[config.mk]
export PLATFORM = sky130hd
export DESIGN_NAME = mem_arbiter_flat
export DESIGN_NICKNAME = d
export VERILOG_FILES = /design/src/rtl/mem_arbiter_pkg.sv /design/src/rtl/mem_arbiter_if.sv /design/src/rtl/mem_arbiter.sv /design/src/flat_wrapper.sv
export SDC_FILE = /design/constraint.sdc
export NUM_CORES = 1
export LEC_CHECK = 0
export BUFFER_PORTS_ARGS = -buffer_cell sky130_fd_sc_hd__buf_2
export CORE_MARGIN = 5
export CORE_UTILIZATION = 43
export DETAILED_ROUTE_END_ITERATION = 6
export HOLD_SLACK_MARGIN = 0.03
export PLACE_DENSITY = 0.68
export SYNTH_ARGS = -nofsm -noshare
export SYNTH_HDL_FRONTEND = slang
export SYNTH_SLANG_ARGS = --single-unit
export TNS_END_PERCENT = 30
[constraint.sdc]
create_clock -name clk -period 3.3 [get_ports clk]
set_clock_uncertainty 0.2 [all_clocks]
set_input_delay 0.66 -clock clk [delete_from_list [all_inputs] [get_ports clk]]
set_output_delay 0.66 -clock clk [all_outputs]
set_load 0.02 [all_outputs]
[src/rtl/mem_arbiter_pkg.sv]
// mem_arbiter_pkg
//   Shared types and constants for the memory arbiter: FSM state encoding,
//   load/store size codes, bus widths and the size-to-byte-count helper.
package mem_arbiter_pkg;

  localparam int Instruction_Address_size = 32;
  localparam int Instruction_size         = 32;
  localparam int DATA_W                   = 32;
  localparam int BYTE_W                   = 8;
  localparam int CNT_W                    = 3;

  typedef enum logic [2:0] {
    IDLE  = 3'd0,
    INST  = 3'd1,
    LOAD  = 3'd2,
    STORE = 3'd3,
    DONE  = 3'd4
  } arb_state_t;

  typedef enum logic [1:0] {
    SIZE_BYTE     = 2'd0,
    SIZE_HALF     = 2'd1,
    SIZE_WORD     = 2'd2,
    SIZE_WORD_ALT = 2'd3
  } size_t;

  localparam logic [CNT_W-1:0] INST_BYTES = 3'd4;

  // Size code 3 is treated as a full word.
  function automatic logic [CNT_W-1:0] size_to_bytes(input logic [1:0] size);
    logic [CNT_W-1:0] n;
    case (size)
      2'd0:    n = 3'd1;
      2'd1:    n = 3'd2;
      default: n = 3'd4;
    endcase
    return n;
  endfunction

endpackage

[src/rtl/mem_arbiter_if.sv]
// mem_arbiter_if
//   Bundles the instruction-fetch port, the load/store port and the byte-wide
//   RAM port of the arbiter.
//   slave  : used by the arbiter (takes requests and ram_din, drives results
//            and the RAM address/write strobe).
//   master : used by the requesters / RAM model on the other side.
interface mem_arbiter_if;
  import mem_arbiter_pkg::*;

  logic                                inst_read_flag;
  logic [Instruction_Address_size-1:0] inst_read_address;
  logic                                inst_flag;
  logic [Instruction_size-1:0]         inst;

  logic                                data_read_flag;
  logic                                data_write_flag;
  logic [DATA_W-1:0]                   data_address;
  logic [1:0]                          data_size;
  logic [DATA_W-1:0]                   data_write;
  logic                                data_flag;
  logic [DATA_W-1:0]                   data_read;

  logic [BYTE_W-1:0]                   ram_din;
  logic [BYTE_W-1:0]                   ram_dout;
  logic [DATA_W-1:0]                   ram_a;
  logic                                ram_wr;

  modport slave (
    input  inst_read_flag, inst_read_address,
    input  data_read_flag, data_write_flag, data_address, data_size, data_write,
    input  ram_din,
    output inst_flag, inst, data_flag, data_read,
    output ram_dout, ram_a, ram_wr
  );

  modport master (
    output inst_read_flag, inst_read_address,
    output data_read_flag, data_write_flag, data_address, data_size, data_write,
    output ram_din,
    input  inst_flag, inst, data_flag, data_read,
    input  ram_dout, ram_a, ram_wr
  );

endinterface

[src/rtl/mem_arbiter.sv]
// mem_arbiter
//   Serialises instruction fetches and data loads/stores onto a byte-wide
//   synchronous RAM. Data requests win over a pending fetch. Reads issue one
//   byte address per cycle and capture each byte two edges after its address
//   was presented; stores write one byte per cycle. Completion is a one-cycle
//   inst_flag/data_flag pulse in the DONE state; results hold between pulses.
//   Ports:
//     clk  - system clock, rising edge
//     rst  - synchronous active-high reset
//     bus  - mem_arbiter_if.slave (fetch, load/store and RAM signals)
module mem_arbiter
  import mem_arbiter_pkg::*;
(
  input  logic          clk,
  input  logic          rst,
  mem_arbiter_if.slave  bus
);

  arb_state_t        state_q, state_d;
  logic [CNT_W-1:0]  n_q, n_d;
  logic [CNT_W-1:0]  len_q, len_d;
  logic [DATA_W-1:0] addr_q, addr_d;
  logic [DATA_W-1:0] wdata_q, wdata_d;
  logic [DATA_W-1:0] asm_q, asm_d;
  logic [Instruction_size-1:0] inst_q, inst_d;
  logic [DATA_W-1:0] data_read_q, data_read_d;
  logic              is_inst_q, is_inst_d;

  // n counts addresses issued; the byte arriving now belongs to address n-1.
  logic [1:0]        cap_idx;
  logic [DATA_W-1:0] asm_capt;

  always_comb begin
    cap_idx  = n_q[1:0] - 2'd1;
    asm_capt = asm_q;
    asm_capt[{cap_idx, 3'b000} +: BYTE_W] = bus.ram_din;
  end

  // ---- next state / datapath loads ----
  always_comb begin
    state_d     = state_q;
    n_d         = n_q;
    len_d       = len_q;
    addr_d      = addr_q;
    wdata_d     = wdata_q;
    asm_d       = asm_q;
    inst_d      = inst_q;
    data_read_d = data_read_q;
    is_inst_d   = is_inst_q;

    case (state_q)
      IDLE: begin
        if (bus.data_read_flag || bus.data_write_flag) begin
          addr_d    = bus.data_address;
          len_d     = size_to_bytes(bus.data_size);
          wdata_d   = bus.data_write;
          asm_d     = '0;
          n_d       = '0;
          is_inst_d = 1'b0;
          state_d   = bus.data_write_flag ? STORE : LOAD;
        end else if (bus.inst_read_flag) begin
          addr_d    = bus.inst_read_address;
          len_d     = INST_BYTES;
          asm_d     = '0;
          n_d       = '0;
          is_inst_d = 1'b1;
          state_d   = INST;
        end
      end

      INST, LOAD: begin
        if (state_q == INST && !bus.inst_read_flag) begin
          // Fetch withdrawn: drop everything captured so far.
          state_d = IDLE;
          n_d     = '0;
        end else begin
          if (n_q != '0) asm_d = asm_capt;
          if (n_q == len_q) begin
            state_d = DONE;
            n_d     = '0;
            if (state_q == INST) inst_d = asm_capt;
            else                 data_read_d = asm_capt;
          end else begin
            n_d = n_q + 3'd1;
          end
        end
      end

      STORE: begin
        if (n_q == len_q - 3'd1) begin
          state_d = DONE;
          n_d     = '0;
        end else begin
          n_d = n_q + 3'd1;
        end
      end

      DONE: begin
        state_d = IDLE;
      end

      default: begin
        state_d = IDLE;
        n_d     = '0;
      end
    endcase
  end

  // ---- state register ----
  always_ff @(posedge clk) begin
    if (rst) begin
      state_q     <= IDLE;
      n_q         <= '0;
      len_q       <= '0;
      addr_q      <= '0;
      wdata_q     <= '0;
      asm_q       <= '0;
      inst_q      <= '0;
      data_read_q <= '0;
      is_inst_q   <= 1'b0;
    end else begin
      state_q     <= state_d;
      n_q         <= n_d;
      len_q       <= len_d;
      addr_q      <= addr_d;
      wdata_q     <= wdata_d;
      asm_q       <= asm_d;
      inst_q      <= inst_d;
      data_read_q <= data_read_d;
      is_inst_q   <= is_inst_d;
    end
  end

  // ---- outputs ----
  assign bus.ram_a     = addr_q + {{(DATA_W-CNT_W){1'b0}}, n_q};
  assign bus.ram_wr    = (state_q == STORE);
  assign bus.ram_dout  = (state_q == STORE) ? wdata_q[{n_q[1:0], 3'b000} +: BYTE_W] : '0;
  assign bus.inst_flag = (state_q == DONE) &&  is_inst_q;
  assign bus.data_flag = (state_q == DONE) && !is_inst_q;
  assign bus.inst      = inst_q;
  assign bus.data_read = data_read_q;

endmodule

[src/flat_wrapper.sv]
// flat-port wrapper written by rule: the top's interface ports become plain ports
module mem_arbiter_flat import mem_arbiter_pkg::*;
  (clk, rst, bus_inst_read_flag, bus_inst_read_address, bus_data_read_flag, bus_data_write_flag, bus_data_address, bus_data_size, bus_data_write, bus_ram_din, bus_inst_flag, bus_inst, bus_data_flag, bus_data_read, bus_ram_dout, bus_ram_a, bus_ram_wr);
  mem_arbiter_if bus_i ();
  input  logic clk;
  input  logic rst;
  input wire logic [$bits(bus_i.inst_read_flag)-1:0] bus_inst_read_flag;
  input wire logic [$bits(bus_i.inst_read_address)-1:0] bus_inst_read_address;
  input wire logic [$bits(bus_i.data_read_flag)-1:0] bus_data_read_flag;
  input wire logic [$bits(bus_i.data_write_flag)-1:0] bus_data_write_flag;
  input wire logic [$bits(bus_i.data_address)-1:0] bus_data_address;
  input wire logic [$bits(bus_i.data_size)-1:0] bus_data_size;
  input wire logic [$bits(bus_i.data_write)-1:0] bus_data_write;
  input wire logic [$bits(bus_i.ram_din)-1:0] bus_ram_din;
  output wire logic [$bits(bus_i.inst_flag)-1:0] bus_inst_flag;
  output wire logic [$bits(bus_i.inst)-1:0] bus_inst;
  output wire logic [$bits(bus_i.data_flag)-1:0] bus_data_flag;
  output wire logic [$bits(bus_i.data_read)-1:0] bus_data_read;
  output wire logic [$bits(bus_i.ram_dout)-1:0] bus_ram_dout;
  output wire logic [$bits(bus_i.ram_a)-1:0] bus_ram_a;
  output wire logic [$bits(bus_i.ram_wr)-1:0] bus_ram_wr;
  assign bus_i.inst_read_flag = bus_inst_read_flag;
  assign bus_i.inst_read_address = bus_inst_read_address;
  assign bus_i.data_read_flag = bus_data_read_flag;
  assign bus_i.data_write_flag = bus_data_write_flag;
  assign bus_i.data_address = bus_data_address;
  assign bus_i.data_size = bus_data_size;
  assign bus_i.data_write = bus_data_write;
  assign bus_i.ram_din = bus_ram_din;
  assign bus_inst_flag = bus_i.inst_flag;
  assign bus_inst = bus_i.inst;
  assign bus_data_flag = bus_i.data_flag;
  assign bus_data_read = bus_i.data_read;
  assign bus_ram_dout = bus_i.ram_dout;
  assign bus_ram_a = bus_i.ram_a;
  assign bus_ram_wr = bus_i.ram_wr;
  mem_arbiter u_core (.clk(clk), .rst(rst), .bus(bus_i));
endmodule
==> qor.yml, run 1 <==
regToRegSetupSlack_ps: 630
outcome: "complete, no violations"
worst_pin_slew_ps: 1120
hold_end: "u_core.asm_q[6]"
start_util_pct: 43.5
synth-async-reset-ratio_pct: 0
critPathLaunchType: "flop"
fp-row-count: 49
fmax_mhz: 317
synthFlopType: "dfxtp_1"
core_um2: 18000
p_leak_uw: 0.00407
min_path_type: "flop to flop"
post-route-period-util_pct: 95.6
period_minus_slack_ps: 3150
drcViolationCount: 0
antenna_found_initial: 0
avgSynthCellArea_um2: 8.71
avgRoutedWirePerCell_um: 15.4
ys_seq_elements: 170
drive_gt1_share_pct: 26.4
dp.final_hpwl_um: 14200
grt_pass1_vias: 6458
area_growth_pct: 23.1
synth_area_um2: 7820
syn_inst: 898
nets: 1206
yosysSeqAreaShare_pct: 43.5
crit_type: "flop to output pin"
cts_tree: "done"
gp_congestion: 0.822
worstRegToRegCells: 8
slew_viol_final: 0
diodes: 0
first_pass_iters: 5
synth_cell_types: 47
h-tree-depth: 4
rsz0062_at_grt: "true"
endpoint_kind: "output pin"
slowest_stage: "fa_1"
required_ps: 2440
vdd_drop_max_mv: 0.427
drt_iter0_drc: 397
routed_wl_um: 20400
hold_path_depth: 2
overflow: 0
vias: 6860
cts.sinks: 170
synth_fp_nets: 1020
hp-start: "u_core.asm_q[6]"
worstPathCellList: "ha_1, fa_1, a21o_1, nor2b_2, nand3_1, nor2_1, xnor2_1, buf_2"
io_buffers: 217
cp_max_fo: 4
slew_headroom_pct: 25.1
cts_hold_buffers: 0
r2r-start: "u_core.n_q[0]"
place_area_um2: 9020
yosys_warnings: 0
setup_viol: 0
root_buffer: "clkbuf_16"
grt_max_degree: 67
cts_buffers: 17
track_usage_pct: 19.3
max-cap-violations: 0
chipHeight_um: 145
fin_area_um2: 9630
grt_pass1_wl_um: 32500
cp_slowest_stage_delay_ps: 400
clock_latency_ps: 420
vias_per_cell: 5.18
clk_pin_slew_ps: 70
arrival_ps: 2290
pin_count: 218
synth_edf_count: 0
clock_tree.buffer_depth: 2
fill_cells: 1715
fin_util_pct: 53.6
hold_viol_final: 0
ant_nets: 0
power.density_nw_per_um2: 672
dieWidth_um: 145
rr_endpoint: "u_core.asm_q[13]"
dieArea_um2: 21000
## cell usage after synthesis (all sizes together), types with 8 or more instances
cell type    n  area, µm²
buf         36        218
inv         15       56.3
a211oi      96        721
nor2b       34        213
mux4         8        180
a21oi       97        489
xor2        11       96.3
nor3        15        108
mux2i       32        320
nand3b      36        270
clkbuf      29        109
xnor2       23        209
nand2      110        413
nand3       12       65.1
a22oi       10       75.1
ha          10        125
dfxtp      170       3400
nor2       116        435
## repair_timing
action,4_1_cts,5_1_grt
buffers inserted,0,0
gates cloned,0,0
resized for setup,1,4
setup endpoints to repair,1,14
## worst max-delay path by stage
stage                          endpoint  cells after the start  slack, ps             start
final                     bus_ram_a[24]                      8        150  u_core.addr_q[0]
after global routing      bus_ram_a[28]                      8        -20  u_core.addr_q[0]
after CTS                 bus_ram_a[22]                      7         10     u_core.n_q[2]
after detailed placement  bus_ram_a[28]                      7        460     u_core.n_q[2]
after global placement    bus_ram_a[28]                      7        520     u_core.n_q[2]
after floorplan           bus_ram_a[28]                      7        360     u_core.n_q[0]
## through the flow
stage / power (µW) / TNS, ps / hold slack, ps / setup slack, ps / instances
floorplan: 3930 / 0 / 227 / 357 / 898
global placement: 4460 / 0 / 233 / 523 / 1294
detailed placement: 4480 / 0 / 239 / 463 / 1294
CTS: 6530 / 0 / 244 / 11.8 / 1324
global route: 6840 / -60.0 / 256 / -17.8 / 1324
finish: 6470 / 0 / 247 / 145 / 1324
## critical path: cells and delay by family (launching register included)
kind	cells	cell delay [ps]
xor gates and xnor gates	1	120
DFF	1	310
AOI/OAI and AO/OA	1	190
and+or+nand+nor	3	450
buffers and inverters	1	180
adders and majority gates	2	620
## per-layer routing
metal,part of all wire (%),track usage [%],vias to the layer above
met5,0,0,-
met4,1.3,4.91,0
met2,46,31.0,178
met1,46,25.7,3147
li1,-,-,3511
met3,6.7,5.49,24
## sequential cells by signal, summed over array words and instances, names as in the netlist
signal	count
u_core.addr_q	32
u_core.asm_q	32
u_core.bus.data_read	32
u_core.bus.inst	32
u_core.wdata_q	32
u_core.len_q	3
u_core.n_q	3
u_core.state_q	3
u_core.is_inst_q	1
## layout by cell type (no fill, tap or decap), types with 5 or more instances in the layout
cell	count
ha_1	10
buf_2	216
buf_4	14
mux2i_1	32
nand3_1	11
mux4_2	8
xnor2_1	22
nor2_1	115
nand4_1	6
nand2_1	109
xor2_1	11
inv_1	14
a211oi_1	96
nand3b_1	36
a22oi_1	10
inv_6	5
clkbuf_16	17
dfxtp_1	170
a21oi_1	95
nor2b_1	32
nor3_1	10
## layout make-up
type,count,area [µm²],share of cell area [%]
Multi-Input combinational cell,648,4060,42.2
Sequential cell,170,3400,35.3
Inverter,15,56.3,0.585
Clock inverter,12,164,1.70
Timing Repair Buffer,232,1230,12.7
Clock buffer,18,429,4.46
Tap cell,229,287,2.98
## kinds of logic after synthesis
| logic type | share of synthesized area (%) |
|---|---|
| AOI/OAI and AO/OA | 17.4 |
| xor gates and xnor gates | 4.21 |
| adders and majority gates | 1.86 |
| buffers and inverters | 4.90 |
| DFF | 43.5 |
| muxes | 6.40 |
| and+or+nand+nor | 21.7 |
## where the power goes
part | switching, µW | internal (µW) | total (µW) | leakage, µW
registers | 213 | 2340 | 2550 | 0.00139
clock network | 845 | 1190 | 2040 | 0.000276
logic | 1210 | 665 | 1870 | 0.00240
total | 2270 | 4200 | 6470 | 0.00407
Note: power is estimated with default switching activity, not from simulation.
==> run 2, diff against run 1 <==
Settings changed: CORE_UTILIZATION 43 to 45, PLACE_DENSITY 0.68 to 0.7.
==> run 2 against run 1 <==
Compared with the run above:
- maximum frequency up 0.59%
- utilization up 2.6 points
- flip-flop and latch count unchanged
- sequential share of layout area down 0.10 points
- sequential power about the same
- final cell count unchanged
- cell area up 0.29%
- die area down 4.1%
- critical path depth down 1
- wire length up 0.58%
- critical path type unchanged
- highest routed layer unchanged
==> qor.yml, run 2 (synthesized netlist as in run 1, its figures left out) <==
outcome: "complete, no violations"  # unchanged
setup_viol: 0  # unchanged
grt_max_degree: 65  # was 67
track_usage_pct: 20.2  # was 19.3%
dieArea_um2: 20100  # was 21000 µm²
antenna_found_initial: 0  # unchanged
grt_pass1_wl_um: 33400  # was 32500 µm
pin_count: 218  # unchanged
fin_util_pct: 56.2  # was 53.6%
layout_common_cells: "buf_2, dfxtp_1, nor2_1"  # unchanged
vias: 6860  # unchanged
required_ps: 2440  # about the same
grt_pass1_vias: 6665  # was 6458
first_pass_iters: 5  # unchanged
slew_viol_final: 0  # unchanged
dieWidth_um: 142  # was 145 µm
max-cap-violations: 0  # unchanged
chipHeight_um: 142  # was 145 µm
p_leak_uw: 0.00409  # was 0.00407 µW
worst_pin_slew_ps: 657  # was 1120 ps
diodes: 0  # unchanged
area_growth_pct: 23.5  # was 23.1%
root_buffer: "clkbuf_16"  # unchanged
ant_nets: 0  # unchanged
dp.final_hpwl_um: 14300  # was 14200 µm
h-tree-depth: 4  # unchanged
vdd_drop_max_mv: 0.391  # was 0.427 mV
io_buffers: 217  # unchanged
hold_viol_final: 0  # unchanged
rsz0062_at_grt: "false"  # was true
period_minus_slack_ps: 3140  # was 3150 ps
cp_max_fo: 7  # was 4
power.density_nw_per_um2: 668  # was 672 nW/µm²
crit_type: "flop to output pin"  # unchanged
fmax_mhz: 319  # was 317 MHz
routed_wl_um: 20500  # was 20400 µm
cts_tree: "done"  # unchanged
postCtsSetupBuffers: 0  # unchanged
drt_iter0_drc: 447  # was 397
slew_headroom_pct: 56.2  # was 25.1%
fin_tns_setup_ps: 0  # unchanged
clock_latency_ps: 420  # about the same
min_path_type: "flop to flop"  # unchanged
cts.sinks: 170  # unchanged
critPathLaunchType: "flop"  # unchanged
drive_gt1_share_pct: 26.8  # was 26.4%
cts_hold_buffers: 0  # unchanged
overflow: 0  # unchanged
drcViolationCount: 0  # unchanged
core_um2: 17200  # was 18000 µm²
final_common_cell: "buf_2"  # unchanged
gp_congestion: 0.789  # was 0.822
nets: 1209  # was 1206
fp-row-count: 48  # was 49
clock_tree.buffer_depth: 2  # unchanged
avgRoutedWirePerCell_um: 15.5  # was 15.4 µm
cts_buffers: 17  # unchanged
arrival_ps: 2280  # was 2290 ps
clk_pin_slew_ps: 60  # was 70 ps
endpoint_kind: "output pin"  # unchanged
vias_per_cell: 5.18  # unchanged
start_util_pct: 45.5  # was 43.5%
post-route-period-util_pct: 95.0  # was 95.6%
## run 2: changes by cell type in the layout (fill, tap and decap cells not counted), moves of 2 or more
cell | before | now
buf_4 | 14 | 17
clkbuf_8 | 0 | 2
clkinvlp_4 | 4 | 2
inv_6 | 5 | 2
clkinv_2 | 0 | 2
clkinv_4 | 0 | 3
## run 2: what timing repair did
item,4_1_cts,5_1_grt
cloned,0,0
setup endpoints to repair,4,12
gates resized for setup,1,6
pin swaps,0,0
## run 2: final timing paths
kind	from	endpoint	slack, ps	cells past startpoint
min	u_core.asm_q[3]	u_core.asm_q[3]	250	2
min reg2reg	u_core.asm_q[3]	u_core.asm_q[3]	250	2
max	u_core.n_q[2]	bus_ram_a[30]	160	7
max reg2reg	u_core.n_q[0]	u_core.asm_q[8]	620	8
## run 2: per-stage QoR
| step | instances | worst slack, ps | hold slack (ps) | instance area (µm²) | total power (µW) |
|---|---|---|---|---|---|
| after detailed placement | 1293 | 386 | 239 | 9030 | 4500 |
| after global placement | 1293 | 417 | 234 | 9030 | 4480 |
| after global routing | 1324 | 5.60 | 259 | 9660 | 6820 |
| after CTS | 1324 | 25.3 | 248 | 9630 | 6510 |
| final | 1324 | 164 | 246 | 9660 | 6450 |
| after floorplan | 898 | 357 | 227 | 7820 | 3930 |
## run 2: cell type report
class                   instances  area (µm²)
flip-flops and latches        170        3400
well taps                     225         282
inverters                      15        56.3
clock inverters                12         140
repair buffers                235        1250
multi-input cells             648        4070
clock buffers                  19         453
fillers                      1651        7520
## run 2: power breakdown
group | total (µW) | switching [µW] | internal, µW | leakage (µW)
clock network | 2010 | 844 | 1160 | 0.000288
registers | 2560 | 216 | 2340 | 0.00139
logic | 1890 | 1210 | 679 | 0.00241
total | 6450 | 2270 | 4180 | 0.00409
## run 2: per-layer routing
layer  up-vias  wire length (µm)  GRT usage (%)
li1       3529                 -              -
met1      3126              9210           26.5
met2       183              9740           33.3
met3        22              1250           5.02
met4         0               271           5.45
met5         -                 0              0
## run 2: critical path, cell delays in order, from the launching register on
cell,delay (ps)
dfxtp_1,370
ha_1,370
a21o_1,180
nor2b_4,230
nand2_2,140
nor3_1,240
xnor2_1,150
buf_2,190
==> run 3, diff against run 2 <==
Settings changed: ABC_AREA set to 1.
==> run 3 against run 2 <==
Compared with the run above:
- flip-flop and latch count stayed put
- sequential power rose by 11%
- combinational power rose by 41%
- highest routed layer unchanged
==> qor.yml, run 3 <==
synth_fp_nets: 1296  # was 1020
fin_area_um2: 9890  # was 9660 µm²
track_usage_pct: 23.5  # was 20.2%
top_layer: "met4"  # unchanged
avgSynthCellArea_um2: 6.85  # was 8.71 µm²
postCtsSetupBuffers: 0  # unchanged
place_area_um2: 9220  # was 9030 µm²
ys_seq_elements: 170  # unchanged
arrival_ps: 2340  # was 2280 ps
dr_wl_met3_um: 1500  # was 1250 µm
synthFlopType: "dfxtp_1"  # unchanged
worstRegToRegCells: 9  # was 8
min_path_type: "flop to flop"  # unchanged
drt_iter0_drc: 653  # was 447
dp.final_hpwl_um: 17300  # was 14300 µm
vdd_drop_max_mv: 0.398  # was 0.391 mV
first_pass_iters: 5  # unchanged
grt_pass1_vias: 7743  # was 6665
core_um2: 17400  # was 17200 µm²
cp_max_fo: 4  # was 7
yosysMostFrequentCell: "nand2_1"  # was dfxtp_1
area_growth_pct: 23.0  # was 23.5%
ant_nets: 0  # unchanged
avgRoutedWirePerCell_um: 15.5  # about the same
cts_tree: "done"  # unchanged
drive_gt1_share_pct: 21.2  # was 26.8%
dieArea_um2: 20600  # was 20100 µm²
dieWidth_um: 144  # was 142 µm
synth_area_um2: 8040  # was 7820 µm²
max-cap-violations: 0  # unchanged
cts_buffers: 17  # unchanged
drt-met1-wl_um: 10600  # was 9210 µm
netlist.area_leader.share_pct: 42.3  # was 43.5%
slowest_stage: "fa_2"  # was dfxtp_1
cts.sinks: 170  # unchanged
crit_type: "flop to output pin"  # unchanged
start_util_pct: 46.2  # was 45.5%
r2r-start: "u_core.n_q[1]"  # was u_core.n_q[0]
regToRegSetupSlack_ps: 530  # was 620 ps
power.density_nw_per_um2: 759  # was 668 nW/µm²
grt_max_degree: 70  # was 65
period_minus_slack_ps: 3200  # was 3140 ps
vias_per_cell: 5.22  # was 5.18
clock_tree.buffer_depth: 2  # unchanged
p_leak_uw: 0.00479  # was 0.00409 µW
crit_end: "bus_ram_a[26]"  # was bus_ram_a[30]
instances_no_fill: 1597  # was 1324
synthTopCellsByArea: "dfxtp_1, nand2_1, o21ai_0"  # was dfxtp_1, a211oi_1, a21oi_1
yosys_warnings: 0  # unchanged
setup_viol: 0  # unchanged
synthTopCellsByCount: "nand2_1, nor2_1, dfxtp_1"  # was dfxtp_1, nor2_1, nand2_1
io_buffers: 217  # unchanged
chipHeight_um: 144  # was 142 µm
startpoint: "u_core.addr_q[0]"  # was u_core.n_q[2]
grt_pass1_wl_um: 39100  # was 33400 µm
outcome: "complete, no violations"  # unchanged
wl_met2_um: 12100  # was 9740 µm
fmax_mhz: 312  # was 319 MHz
hold_viol_final: 0  # unchanged
syn_inst: 1174  # was 898
gp_congestion: 0.908  # was 0.789
cp_slowest_stage_delay_ps: 350  # was 370 ps
fp-row-count: 48  # unchanged
vias: 8330  # was 6860
routed_wl_um: 24700  # was 20500 µm
worst_pin_slew_ps: 1020  # was 657 ps
clk_pin_slew_ps: 70  # was 60 ps
worstPathCellList: "ha_1, fa_2, nand2_1, nand2_1, nand3_2, inv_1, nand2_2, inv_1, nand4_1, xor2_1, buf_4"  # was ha_1, a21o_1, nor2b_4, nand2_2, nor3_1, xnor2_1, buf_2
final_common_cell: "nand2_1"  # was buf_2
dp_cells: 1564  # was 1293
synth-async-reset-ratio_pct: 0  # unchanged
drcViolationCount: 0  # unchanged
nets: 1480  # was 1209
synth_edf_count: 0  # unchanged
overflow: 0  # unchanged
root_buffer: "clkbuf_16"  # unchanged
layout_common_cells: "nand2_1, buf_2, nor2_1"  # was buf_2, dfxtp_1, nor2_1
synth_cell_types: 34  # was 47
clock_latency_ps: 430  # was 420 ps
slew_viol_final: 0  # unchanged
hold_slack_ps: 259  # was 246 ps
yosysSeqAreaShare_pct: 42.3  # was 43.5%
endpoint_kind: "output pin"  # unchanged
yosys.area.top_type: "dfxtp_1"  # unchanged
critPathLaunchType: "flop"  # unchanged
antenna_found_initial: 1  # was 0
h-tree-depth: 4  # unchanged
required_ps: 2440  # about the same
rr_endpoint: "u_core.asm_q[6]"  # was u_core.asm_q[8]
slew_headroom_pct: 31.9  # was 56.2%
post-route-period-util_pct: 97.0  # was 95.0%
pin_count: 218  # unchanged
## run 3: worst min-delay path by stage
stage                    endpoint  slack [ps]  depth (start not counted)               start
5_1_grt        u_core.wdata_q[30]         270                          3  bus_data_write[30]
2_1_floorplan  u_core.wdata_q[21]         230                          2  u_core.wdata_q[21]
4_1_cts        u_core.wdata_q[22]         260                          2  u_core.wdata_q[22]
3_3_place_gp   u_core.wdata_q[17]         250                          2  u_core.wdata_q[17]
3_5_place_dp    u_core.wdata_q[9]         250                          2   u_core.wdata_q[9]
6_report        u_core.wdata_q[9]         260                          2   u_core.wdata_q[9]
## run 3: metrics by stage
stage | total power [µW] | setup TNS (ps) | utilization [%] | setup WS (ps)
finish | 7510 | 0 | 56.8 | 98.7
global route | 8020 | -52.4 | 56.8 | -20.8
CTS | 7530 | -73.6 | 56.4 | -25.9
detailed placement | 5520 | 0 | 52.9 | 329
global placement | 5470 | 0 | 52.9 | 453
floorplan | 4760 | 0 | - | 542
## run 3: kinds of logic (layout without fill, tap and decap cells)
kind of cell,Yosys count,count (layout),synth area share (%)
AOI/OAI and AO/OA,294,294,19.2
other,0,1,0
adders and majority gates,11,11,1.80
and+or+nand+nor,502,502,24.8
DFF,170,170,42.3
buffers and inverters,167,364,8.56
xor gates and xnor gates,30,30,3.27
## run 3: layer usage
metal  vias to the layer above  global-route usage, %
met5                         -                      0
met3                        38                   4.29
li1                       4169                      -
met4                         0                   7.78
met1                      3861                   29.7
met2                       262                   40.5
## run 3: where the power goes
group          internal (µW)  switching (µW)  leakage, µW  total, µW
logic                    848            1820      0.00311       2670
clock network           1020             974     0.000289       2000
registers               2530             306      0.00140       2840
total                   4400            3100      0.00479       7510
## run 3: final cells by class
| type | instances | area [µm²] |
|---|---|---|
| Antenna cell | 1 | 2.50 |
| Multi-Input combinational cell | 837 | 4030 |
| Clock buffer | 17 | 425 |
| Sequential cell | 170 | 3400 |
| Clock inverter | 15 | 165 |
| Timing Repair Buffer | 229 | 1190 |
| Fill cell | 1713 | 7530 |
| Tap cell | 225 | 282 |
| Inverter | 103 | 387 |
## run 3: repair_timing
action	in CTS	in global routing
resized for setup	2	15
hold buffers	0	0
setup endpoints to repair	9	17
## run 3: worst max-delay path, delay by kind of cell (launching register included)
family	cells	cell delay, ps
adders and majority gates	2	570
xor gates and xnor gates	1	180
and+or+nand+nor	5	520
DFF	1	320
buffers and inverters	3	330
